<file path="src/rtl/proc_cmd_pkg.sv">
`timescale 1ns/1ps
`default_nettype none
// +------------------------------------------------------------------+
// | proc_cmd_pkg : opcodes, instruction-word layout, issuer states   |
// | Rev 1.0                                                          |
// +------------------------------------------------------------------+
package proc_cmd_pkg;

   localparam int c_op_w = 3;

   localparam logic [2:0] OP_ADD   = 3'd0;
   localparam logic [2:0] OP_SUB   = 3'd1;
   localparam logic [2:0] OP_AND   = 3'd2;
   localparam logic [2:0] OP_OR    = 3'd3;
   localparam logic [2:0] OP_LOAD  = 3'd4;
   localparam logic [2:0] OP_STORE = 3'd5;
   localparam logic [2:0] OP_JUMP  = 3'd6;
   localparam logic [2:0] OP_HALT  = 3'd7;

   localparam logic [2:0] c_st_idle    = 3'd0;
   localparam logic [2:0] c_st_issue   = 3'd1;
   localparam logic [2:0] c_st_release = 3'd2;
   localparam logic [2:0] c_st_capture = 3'd3;
   localparam logic [2:0] c_st_finish  = 3'd4;

   // Word layout, MSB first: {opcode, addr, operand_a, operand_b}
   function automatic int f_word_w(input int aw, input int dw);
      return c_op_w + aw + 2 * dw;
   endfunction

   function automatic int f_a_lsb(input int dw);
      return dw;
   endfunction

   function automatic int f_addr_lsb(input int dw);
      return 2 * dw;
   endfunction

   function automatic int f_op_lsb(input int aw, input int dw);
      return 2 * dw + aw;
   endfunction

endpackage
`default_nettype wire

</file>
<file path="src/rtl/proc_cmd_prog_ram.sv">
`timescale 1ns/1ps
`default_nettype none
// +------------------------------------------------------------------+
// | proc_cmd_prog_ram : program store, sync write / async read       |
// | Rev 1.0                                                          |
// +------------------------------------------------------------------+
module proc_cmd_prog_ram #(
   parameter int DEPTH  = 16,
   parameter int WORD_W = 43
) (
   input  logic                     clk,
   input  logic                     wr_en,
   input  logic [$clog2(DEPTH)-1:0] wr_idx,
   input  logic [WORD_W-1:0]        wr_data,
   input  logic [$clog2(DEPTH)-1:0] rd_idx,
   output logic [WORD_W-1:0]        rd_data
);

   logic [WORD_W-1:0] r_mem [DEPTH];

   always_ff @(posedge clk) begin
      if (wr_en) begin
         r_mem[wr_idx] <= wr_data;
      end
   end

   assign rd_data = r_mem[rd_idx];

endmodule
`default_nettype wire

</file>
<file path="src/rtl/proc_cmd_issuer.sv">
`timescale 1ns/1ps
`default_nettype none
// +------------------------------------------------------------------+
// | proc_cmd_issuer : runs a stored program through the host's       |
// | execute/ready handshake and checks the host PC each step         |
// | Rev 1.0                                                          |
// +------------------------------------------------------------------+
module proc_cmd_issuer
   import proc_cmd_pkg::*;
#(
   parameter int DATA_WIDTH = 16,
   parameter int ADDR_WIDTH = 8,
   parameter int PROG_DEPTH = 16,
   parameter int TIMEOUT    = 32
) (
   input  logic                                  clk,
   input  logic                                  rst_n,
   input  logic                                  load_en,
   input  logic [$clog2(PROG_DEPTH)-1:0]         load_idx,
   input  logic [3+ADDR_WIDTH+2*DATA_WIDTH-1:0]  load_word,
   input  logic [$clog2(PROG_DEPTH):0]           prog_len,
   input  logic                                  start,
   input  logic                                  proc_ready,
   input  logic                                  proc_halt,
   input  logic [DATA_WIDTH-1:0]                 proc_result,
   input  logic [ADDR_WIDTH-1:0]                 proc_pc,
   output logic                                  execute,
   output logic [2:0]                            opcode,
   output logic [ADDR_WIDTH-1:0]                 addr,
   output logic [DATA_WIDTH-1:0]                 operand_a,
   output logic [DATA_WIDTH-1:0]                 operand_b,
   output logic                                  busy,
   output logic                                  done,
   output logic [DATA_WIDTH-1:0]                 last_result,
   output logic [$clog2(PROG_DEPTH):0]           issued_count,
   output logic                                  pc_mismatch,
   output logic                                  timeout_err
);

   localparam int c_idx_w  = $clog2(PROG_DEPTH);
   localparam int c_cnt_w  = c_idx_w + 1;
   localparam int c_word_w = f_word_w(ADDR_WIDTH, DATA_WIDTH);
   localparam int c_wait_w = $clog2(TIMEOUT + 1);

   logic [2:0]            r_state;
   logic [2:0]            w_state_next;
   logic [c_wait_w-1:0]   r_wait;
   logic [ADDR_WIDTH-1:0] r_pc_exp;
   logic [ADDR_WIDTH-1:0] w_pc_pred;
   logic [c_cnt_w-1:0]    w_issued_inc;
   logic [c_idx_w-1:0]    w_rd_idx;
   logic [c_word_w-1:0]   w_rd_word;
   logic                  w_tmo;
   logic                  w_run_end;
   logic                  w_clear;
   logic                  w_load_cmd;
   logic                  w_capture;
   logic                  w_set_tmo;

   proc_cmd_prog_ram #(
      .DEPTH  (PROG_DEPTH),
      .WORD_W (c_word_w)
   ) u_prog_ram (
      .clk     (clk),
      .wr_en   (load_en && !busy),
      .wr_idx  (load_idx),
      .wr_data (load_word),
      .rd_idx  (w_rd_idx),
      .rd_data (w_rd_word)
   );

   assign w_issued_inc = issued_count + c_cnt_w'(1);
   // Slot N+1 is fetched during the capture of slot N; a run always starts at 0.
   assign w_rd_idx     = (r_state == c_st_capture) ? w_issued_inc[c_idx_w-1:0] : '0;
   assign w_tmo        = (r_wait == c_wait_w'(TIMEOUT - 1));
   assign w_run_end    = (opcode == OP_HALT) || proc_halt || (w_issued_inc == prog_len);

   // Host PC after the instruction now on the bus; saturates instead of wrapping.
   always_comb begin
      w_pc_pred = r_pc_exp;
      case (opcode)
         OP_JUMP: w_pc_pred = addr;
         OP_HALT: w_pc_pred = r_pc_exp;
         default: if (r_pc_exp != '1) w_pc_pred = r_pc_exp + ADDR_WIDTH'(1);
      endcase
   end

   always_ff @(posedge clk) begin
      if (!rst_n) begin
         r_state <= c_st_idle;
      end else begin
         r_state <= w_state_next;
      end
   end

   always_comb begin
      w_state_next = r_state;
      case (r_state)
         c_st_idle: begin
            if (start) w_state_next = (prog_len == '0) ? c_st_finish : c_st_issue;
         end
         c_st_issue: begin
            if (!proc_ready) w_state_next = c_st_release;
            else if (w_tmo)  w_state_next = c_st_finish;
         end
         c_st_release: begin
            if (proc_ready) w_state_next = c_st_capture;
            else if (w_tmo) w_state_next = c_st_finish;
         end
         c_st_capture: w_state_next = w_run_end ? c_st_finish : c_st_issue;
         c_st_finish:  w_state_next = c_st_idle;
         default:      w_state_next = c_st_idle;
      endcase
   end

   always_comb begin
      w_clear    = 1'b0;
      w_load_cmd = 1'b0;
      w_capture  = 1'b0;
      w_set_tmo  = 1'b0;
      case (r_state)
         c_st_idle: begin
            w_clear    = start;
            w_load_cmd = start && (prog_len != '0);
         end
         c_st_issue, c_st_release: w_set_tmo = (w_state_next == c_st_finish);
         c_st_capture: begin
            w_capture  = 1'b1;
            w_load_cmd = !w_run_end;
         end
         default: ;
      endcase
   end

   always_ff @(posedge clk) begin
      if (!rst_n) begin
         execute      <= 1'b0;
         opcode       <= '0;
         addr         <= '0;
         operand_a    <= '0;
         operand_b    <= '0;
         busy         <= 1'b0;
         done         <= 1'b0;
         last_result  <= '0;
         issued_count <= '0;
         pc_mismatch  <= 1'b0;
         timeout_err  <= 1'b0;
         r_pc_exp     <= '0;
         r_wait       <= '0;
      end else begin
         execute <= (w_state_next == c_st_issue);
         busy    <= (w_state_next == c_st_issue) || (w_state_next == c_st_release) ||
                    (w_state_next == c_st_capture);
         done    <= (w_state_next == c_st_finish);
         if (w_state_next != r_state) r_wait <= '0;
         else if (r_wait != '1)       r_wait <= r_wait + c_wait_w'(1);
         if (w_clear) begin
            issued_count <= '0;
            pc_mismatch  <= 1'b0;
            timeout_err  <= 1'b0;
         end
         if (w_load_cmd) begin
            opcode    <= w_rd_word[f_op_lsb(ADDR_WIDTH, DATA_WIDTH) +: 3];
            addr      <= w_rd_word[f_addr_lsb(DATA_WIDTH) +: ADDR_WIDTH];
            operand_a <= w_rd_word[f_a_lsb(DATA_WIDTH) +: DATA_WIDTH];
            operand_b <= w_rd_word[0 +: DATA_WIDTH];
         end
         if (w_capture) begin
            last_result  <= proc_result;
            issued_count <= w_issued_inc;
            r_pc_exp     <= w_pc_pred;
            if (proc_pc != w_pc_pred) pc_mismatch <= 1'b1;
         end
         if (w_set_tmo) timeout_err <= 1'b1;
      end
   end

endmodule
`default_nettype wire

</file>
<file path="config.mk">
export PLATFORM = sky130hd
export DESIGN_NAME = proc_cmd_issuer
export DESIGN_NICKNAME = d
export VERILOG_FILES = /design/src/rtl/proc_cmd_pkg.sv /design/src/rtl/proc_cmd_prog_ram.sv /design/src/rtl/proc_cmd_issuer.sv
export SDC_FILE = /design/constraint.sdc
export NUM_CORES = 1
export LEC_CHECK = 0
export CORE_MARGIN = 2
export CORE_UTILIZATION = 39
export DETAILED_ROUTE_END_ITERATION = 8
export GPL_ROUTABILITY_DRIVEN = 1
export GPL_TIMING_DRIVEN = 0
export PLACE_DENSITY = 0.53
export SETUP_SLACK_MARGIN = 0.02
export SLEW_MARGIN = 20
export SYNTH_ARGS = -nofsm -noshare
export SYNTH_HDL_FRONTEND = slang
export SYNTH_HIERARCHICAL = 1
export SYNTH_SLANG_ARGS = --single-unit
</file>
<file path="constraint.sdc">
create_clock -name clk -period 16.5 [get_ports clk]
set_clock_uncertainty 0.1 [all_clocks]
set_input_delay 3.3 -clock clk [delete_from_list [all_inputs] [get_ports clk]]
set_output_delay 3.3 -clock clk [all_outputs]
set_load 0.005 [all_outputs]
</file>
==> results by group, run 1 <==
Synthesis
  • Synthesized area: 0.0298 mm2
  • Mapped Cells: 1545
  • Syn_area_per_cell: 19.3 um2
  • Post-synth cell types: 63
  • Sequential area share after synthesis: 75.0%
  • Synth area leader: edfxtp_1
  • Mapped Nets: 1630
  • Post-synth EDFFs: 688
  • FF+latch count, synth: 774
  • Top post-synthesis cells by area: edfxtp_1 (69%), mux4_2 (13%), dfxtp_1 (5.8%)
  • Warnings from Yosys: 6
  • Top-area cell type share of the netlist area: between 60% and 70%
  • Asr flop ratio synth: 0%
  • Dominant synthesized flop cell: edfxtp_1

STA
  • Least-Margin Pin Slew: about 0.92 ns
  • Fin crit share: 34.9%
  • Final setup vio count: 0
  • Max-slew violations: 0
  • Achievable frequency: 174 MHz
  • Clock period minus worst slack: ~5.8 ns
  • Slew margin rel.: 38.4%
  • Fin. Hold Viols: 0
  • Setup_tns: 0 ns
  • RSZ-0062 raised after global routing: no
  • Final hold slack: 0.354 ns

Setup path
  • Reg2Reg Depth: 11
  • Worst endpoint required time: around 17 ns
  • WS Path Type: input port to flip-flop
  • CP max FO: 7
  • Worst R2R Setup Slack: 12.44 ns
  • CP arrival: 5.97 ns
  • CP Launch Type: input port
  • Setup crit end kind: flip-flop

Cells and area
  • # fillers: 6361
  • Sequential cell area: about 0.022 mm2
  • Layout Nets: 1916
  • Area delta synth->final: 21.0%
  • Post-layout util: 47.6%
  • Most frequent cells in the layout: edfxtp_1 (688), mux4_2 (172), clkdlybuf4s50_1 (148)
  • Share of cells above drive strength 1: roughly a fifth
  • Multi-input combinational cell area: 0.00705 mm2
  • Commonest non-fill, non-tap cell in the layout: edfxtp_1

Detailed routing
  • Routed WL: 75100 um
  • Initial DRC count: around 1300
  • Remaining DRCs: 0
  • Vias per cell: 5.49
  • DRT antenna net count: 0
  • TritonRoute pass-1 iters: 5
  • WL per Instance: 26.1 um
  • Via count: about 16000

Power and ir drop
  • Total power draw: 4.09 mW
  • Leak: 11.4 nW
  • Max VDD drop: 0.0719 mV
  • Power Density: ~110 mW/mm2

Die
  • DIE AREA: ~0.08 mm2
  • Chip Height: about 280 um
  • Chip Width: around 280 um
  • Core Box Area: 0.0758 mm2
  • Num ports: 151
  • Initial Util: 39.4%
  • Row cnt: 101

GRT
  • Gr ovfl total: 0
  • First-pass GRT wire length: roughly 110000 um
  • Vias in the first global route: 16600
  • Initial antenna violation count: 8
  • Largest net degree at the start of global routing: 19
  • GRT Overall Usage: 19.3%

Flow run
  • Max Cap Viol: 0

Clocking
  • Total CTS buffers: 82
  • Clock buffer depth: 3
  • CTS clk-pin slew, worst paths: 0.06 ns
  • Post_cts resized: 0
  • Root Driver: clkbuf_16
  • Setup Buffers After CTS: 0
  • Clock sink total: 774
  • # hold bufs at CTS: 0
  • Clk_lat worst skew: 0.61 ns
  • CTS tree: yes
  • H-Tree Level Count: 3

Worst hold path
  • Hold Crit Depth: 2
  • Hold crit path type: flip-flop to flip-flop

Placed design
  • # port buffers: 148
  • GP Congestion: 0.827
  • DP Wirelength: 49700 um

Status
  • Status: completed
-- path summary, 6_finish.rpt --
kind | from | endpoint
setup / recovery | load_en | u_prog_ram/r_mem[0][25]
setup reg to reg | r_state[0] | operand_b[12]
hold / removal | last_result[10] | last_result[10]
hold reg to reg | last_result[10] | last_result[10]
-- per-layer routing --
layer / track usage [%] / part of all wire (%)
met4: 5.13 / 2.1
met1: 26.1 / 43
met2: 32.2 / 49
met3: 3.76 / 5.8
met5: 0 / 0.079
-- synthesized netlist by cell type, drive strengths merged, types with 2 or more instances --
master,instances
o31ai,3
a21o,3
and3,2
nor4,2
a211oi,5
or2,2
nor2,86
nand2,99
or3,4
a21oi,34
o311ai,2
a21bo,2
dfxtp,86
a31oi,3
and2,6
ha,3
or4b,2
mux4,172
o32ai,3
a22oi,86
nor3,10
o221a,2
xor2,5
buf,45
a21boi,2
o221ai,2
xnor2,12
nand2b,5
nor3b,2
nand4,3
o211ai,2
nand3,16
nor4b,2
nor2b,6
edfxtp,688
clkbuf,44
inv,9
mux2i,51
o21ai,15
nand3b,4
-- state kept, by name, summed over array words and instances (netlist names) --
name and cells:
addr 8, busy 1, done 1, execute 1
issued_count 5, last_result 16, opcode 3, operand_a 16
operand_b 16, pc_mismatch 1, r_pc_exp 8, r_state 3
r_wait 6, timeout_err 1, u_prog_ram/r_mem 688
-- area by class of cell --
type | count | area share [%]
clock buffers | 125 | 6.53
diodes | 1 | 0.00693
flip-flops and latches | 774 | 62.0
repair buffers | 202 | 6.62
plain buffers | 89 | 1.32
inverters | 10 | 0.104
multi-input cells | 672 | 19.5
clock inverters | 23 | 0.482
well taps | 978 | 3.39
-- critical path: stages --
cell             delay [ns]
clkdlybuf4s50_1        0.45
nor2b_1                0.22
or3b_2                 0.60
nor3_2                 0.28
buf_4                  0.25
buf_4                  0.21
buf_4                  0.21
buf_4                  0.22
buf_4                  0.21
-- through the flow --
stage	instances	instance area, um2	worst slack [ns]
after floorplan	1545	29800	8.95
after global placement	2671	32500	4.53
after detailed placement	2725	33600	10.07
after CTS	2873	36100	10.72
after global routing	2874	36100	10.60
final	2874	36100	10.74
-- logic make-up after synthesis --
family,count (synthesis),synth area share (%)
mux,223,14.7
xor+xnor,18,0.574
buf+inv,99,1.72
simple gates,254,3.79
flops,774,75.0
compound gates,174,4.08
fa+ha+maj,3,0.126
-- where the power goes --
| part | internal [mW] | switching (mW) | leakage [nW] | total [mW] |
|---|---|---|---|---|
| registers | 2.16 | 0.0142 | 6.91 | 2.18 |
| clock network | 1.01 | 0.724 | 1.24 | 1.74 |
| logic | 0.0777 | 0.0939 | 3.25 | 0.172 |
| total | 3.26 | 0.832 | 11.4 | 4.09 |
No activity file was read; power rests on OpenSTA's default activity.
==> inputs of run 2 (changes only) <==
--- a/config.mk
+++ b/config.mk
@@ -10,7 +10,7 @@
 export DETAILED_ROUTE_END_ITERATION = 8
 export GPL_ROUTABILITY_DRIVEN = 1
 export GPL_TIMING_DRIVEN = 0
-export PLACE_DENSITY = 0.53
+export PLACE_DENSITY = 0.55
 export SETUP_SLACK_MARGIN = 0.02
 export SLEW_MARGIN = 20
 export SYNTH_ARGS = -nofsm -noshare
==> constraint.sdc (replaced) <==
create_clock -name clk -period 5.2 [get_ports clk]
set_clock_uncertainty 0.1 [all_clocks]
set_input_delay 1.04 -clock clk [delete_from_list [all_inputs] [get_ports clk]]
set_output_delay 1.04 -clock clk [all_outputs]
set_load 0.005 [all_outputs]
==> run 2 against run 1 <==
  * Via count fell by 0.56%
  * Cell area increased by 0.55%
  * Utilization increased by 0.26 points
  * Power increased to 3.3 times the previous value
  * Largest cell class unchanged
  * Largest power group unchanged
==> results by group, run 2 (synthesis results as in run 1) <==
Setup path
  • CP Launch Type: flip-flop
  • Reg2Reg Depth: 11
  • Worst R2R Setup Slack: roughly 1.4 ns
  • Worst endpoint required time: 5.59 ns
  • CP arrival: 4.16 ns
  • WS Path Type: flip-flop to flip-flop
  • Setup crit end kind: flip-flop
  • CP max FO: 10

STA
  • Fin. Hold Viols: 0
  • RSZ-0062 raised after global routing: no
  • Slew margin rel.: 38.7%
  • Fin crit share: 72.5%
  • Clock period minus worst slack: ~3.8 ns
  • Final setup vio count: 0
  • Max-slew violations: 0
  • Least-Margin Pin Slew: 0.920 ns
  • Achievable frequency: 265 MHz

Cells and area
  • Area delta synth->final: 21.6%
  • Most frequent cells in the layout: edfxtp_1 (688), mux4_2 (172), clkdlybuf4s50_1 (148)
  • Layout Nets: 1917
  • Max reg flops: 688
  • Sequential cell area: 0.0224 mm2
  • Biggest register: u_prog_ram/r_mem
  • Fin cells: slightly below 3000
  • Share of cells above drive strength 1: 21.8%
  • Commonest non-fill, non-tap cell in the layout: edfxtp_1
  • # fillers: 6340
  • Multi-input combinational cell area: 0.00706 mm2

Worst hold path
  • Hold Crit Depth: 2
  • Hold crit path type: flip-flop to flip-flop

Clocking
  • Root Driver: clkbuf_16
  • Total CTS buffers: 84
  • Clock buffer depth: 3
  • Clock sink total: 774
  • Post_cts resized: 0
  • Setup Buffers After CTS: 0
  • # hold bufs at CTS: 0
  • CTS tree: yes
  • Clk_lat worst skew: a little over 0.6 ns
  • H-Tree Level Count: 3
  • CTS clk-pin slew, worst paths: 0.06 ns

Detailed routing
  • Routed WL: 74600 um
  • Vias per cell: between 5 and 6
  • DRT antenna net count: 0
  • TritonRoute pass-1 iters: 7
  • WL per Instance: 25.9 um
  • Remaining DRCs: 0
  • Via count: 15700
  • Initial DRC count: approximately 1400

Placed design
  • DP Wirelength: 48700 um
  • GP Congestion: 0.815
  • Placed Cells: 2724
  • # port buffers: around 150

Die
  • Chip Height: roughly 280 um
  • Chip Width: 281 um
  • DIE AREA: ~0.08 mm2
  • Core Box Area: 0.0758 mm2
  • Num ports: about 150
  • Initial Util: 39.4%
  • Row cnt: 101

Power and ir drop
  • Total power draw: 13.3 mW
  • Power Density: 366 mW/mm2
  • Leak: 11.5 nW
  • Max VDD drop: 0.213 mV

Status
  • Status: completed

GRT
  • First-pass GRT wire length: 110000 um
  • Initial antenna violation count: 6
  • Gr ovfl total: 0
  • Vias in the first global route: 16400
  • Largest net degree at the start of global routing: 19
  • GRT Overall Usage: between 10% and 20%

Flow run
  • Max Cap Viol: 0
==> run 2: changes by cell type in the layout (fill, tap and decap cells not counted), moves of 2 or more <==
cell	delta
buf_12	+7
buf_16	-5
buf_4	-3
bufinv_16	+3
clkbuf_1	-6
clkbuf_8	+8
clkinv_8	+2
clkinvlp_4	+3
==> run 2: metal layers <==
layer  track usage, %  vias up  part of all wire, %
li1                 -     6873                    -
met1             25.8     8265                   43
met2             32.5      450                   50
met3             3.60      105                  5.6
met4             5.13       10                  2.0
met5                0        -                0.086
==> run 2: path summary, 6_finish.rpt <==
path | from | to
max | r_state[0] | opcode[0]
min | last_result[2] | last_result[2]
max reg2reg | r_state[0] | opcode[0]
min reg2reg | last_result[2] | last_result[2]
==> run 2: through the flow <==
stage	hold slack, ns	area [um2]	utilization, %	worst slack [ns]	TNS (ns)
4_1_cts	0.356	36300	47.9	1.36	0
3_5_place_dp	0.348	33600	44.3	1.22	0
6_report	0.353	36300	47.9	1.43	0
2_1_floorplan	0.353	29800	-	0.249	0
3_3_place_gp	0.343	32500	42.9	-4.55	-1499.26
5_1_grt	0.374	36300	47.9	1.17	0
==> run 2: area by class of cell <==
type,instances,share of cell area [%]
diodes,2,0.0138
flip-flops and latches,774,61.7
clock inverters,31,0.876
plain buffers,89,1.31
inverters,10,0.103
multi-input cells,672,19.5
repair buffers,201,6.54
well taps,978,3.37
clock buffers,125,6.66
==> run 2: power breakdown <==
part           total, mW  switching, mW  internal, mW  leakage (nW)
Sequential          6.90         0.0412          6.86          6.91
Clock               5.84           2.37          3.47          1.33
Combinational      0.547          0.301         0.246          3.24
Total               13.3           2.71          10.6          11.5
==> run 2: critical path, stage by stage, from the launching register on <==
cell and delay, ns:
dfxtp_1 0.41, inv_1 0.09, nor3b_2 0.51, and2_1 0.24
buf_2 0.37, clkbuf_1 0.51, buf_2 0.51, mux4_2 0.39
a22oi_1 0.16, nand2_1 0.13, mux2i_1 0.15, nor2_1 0.05
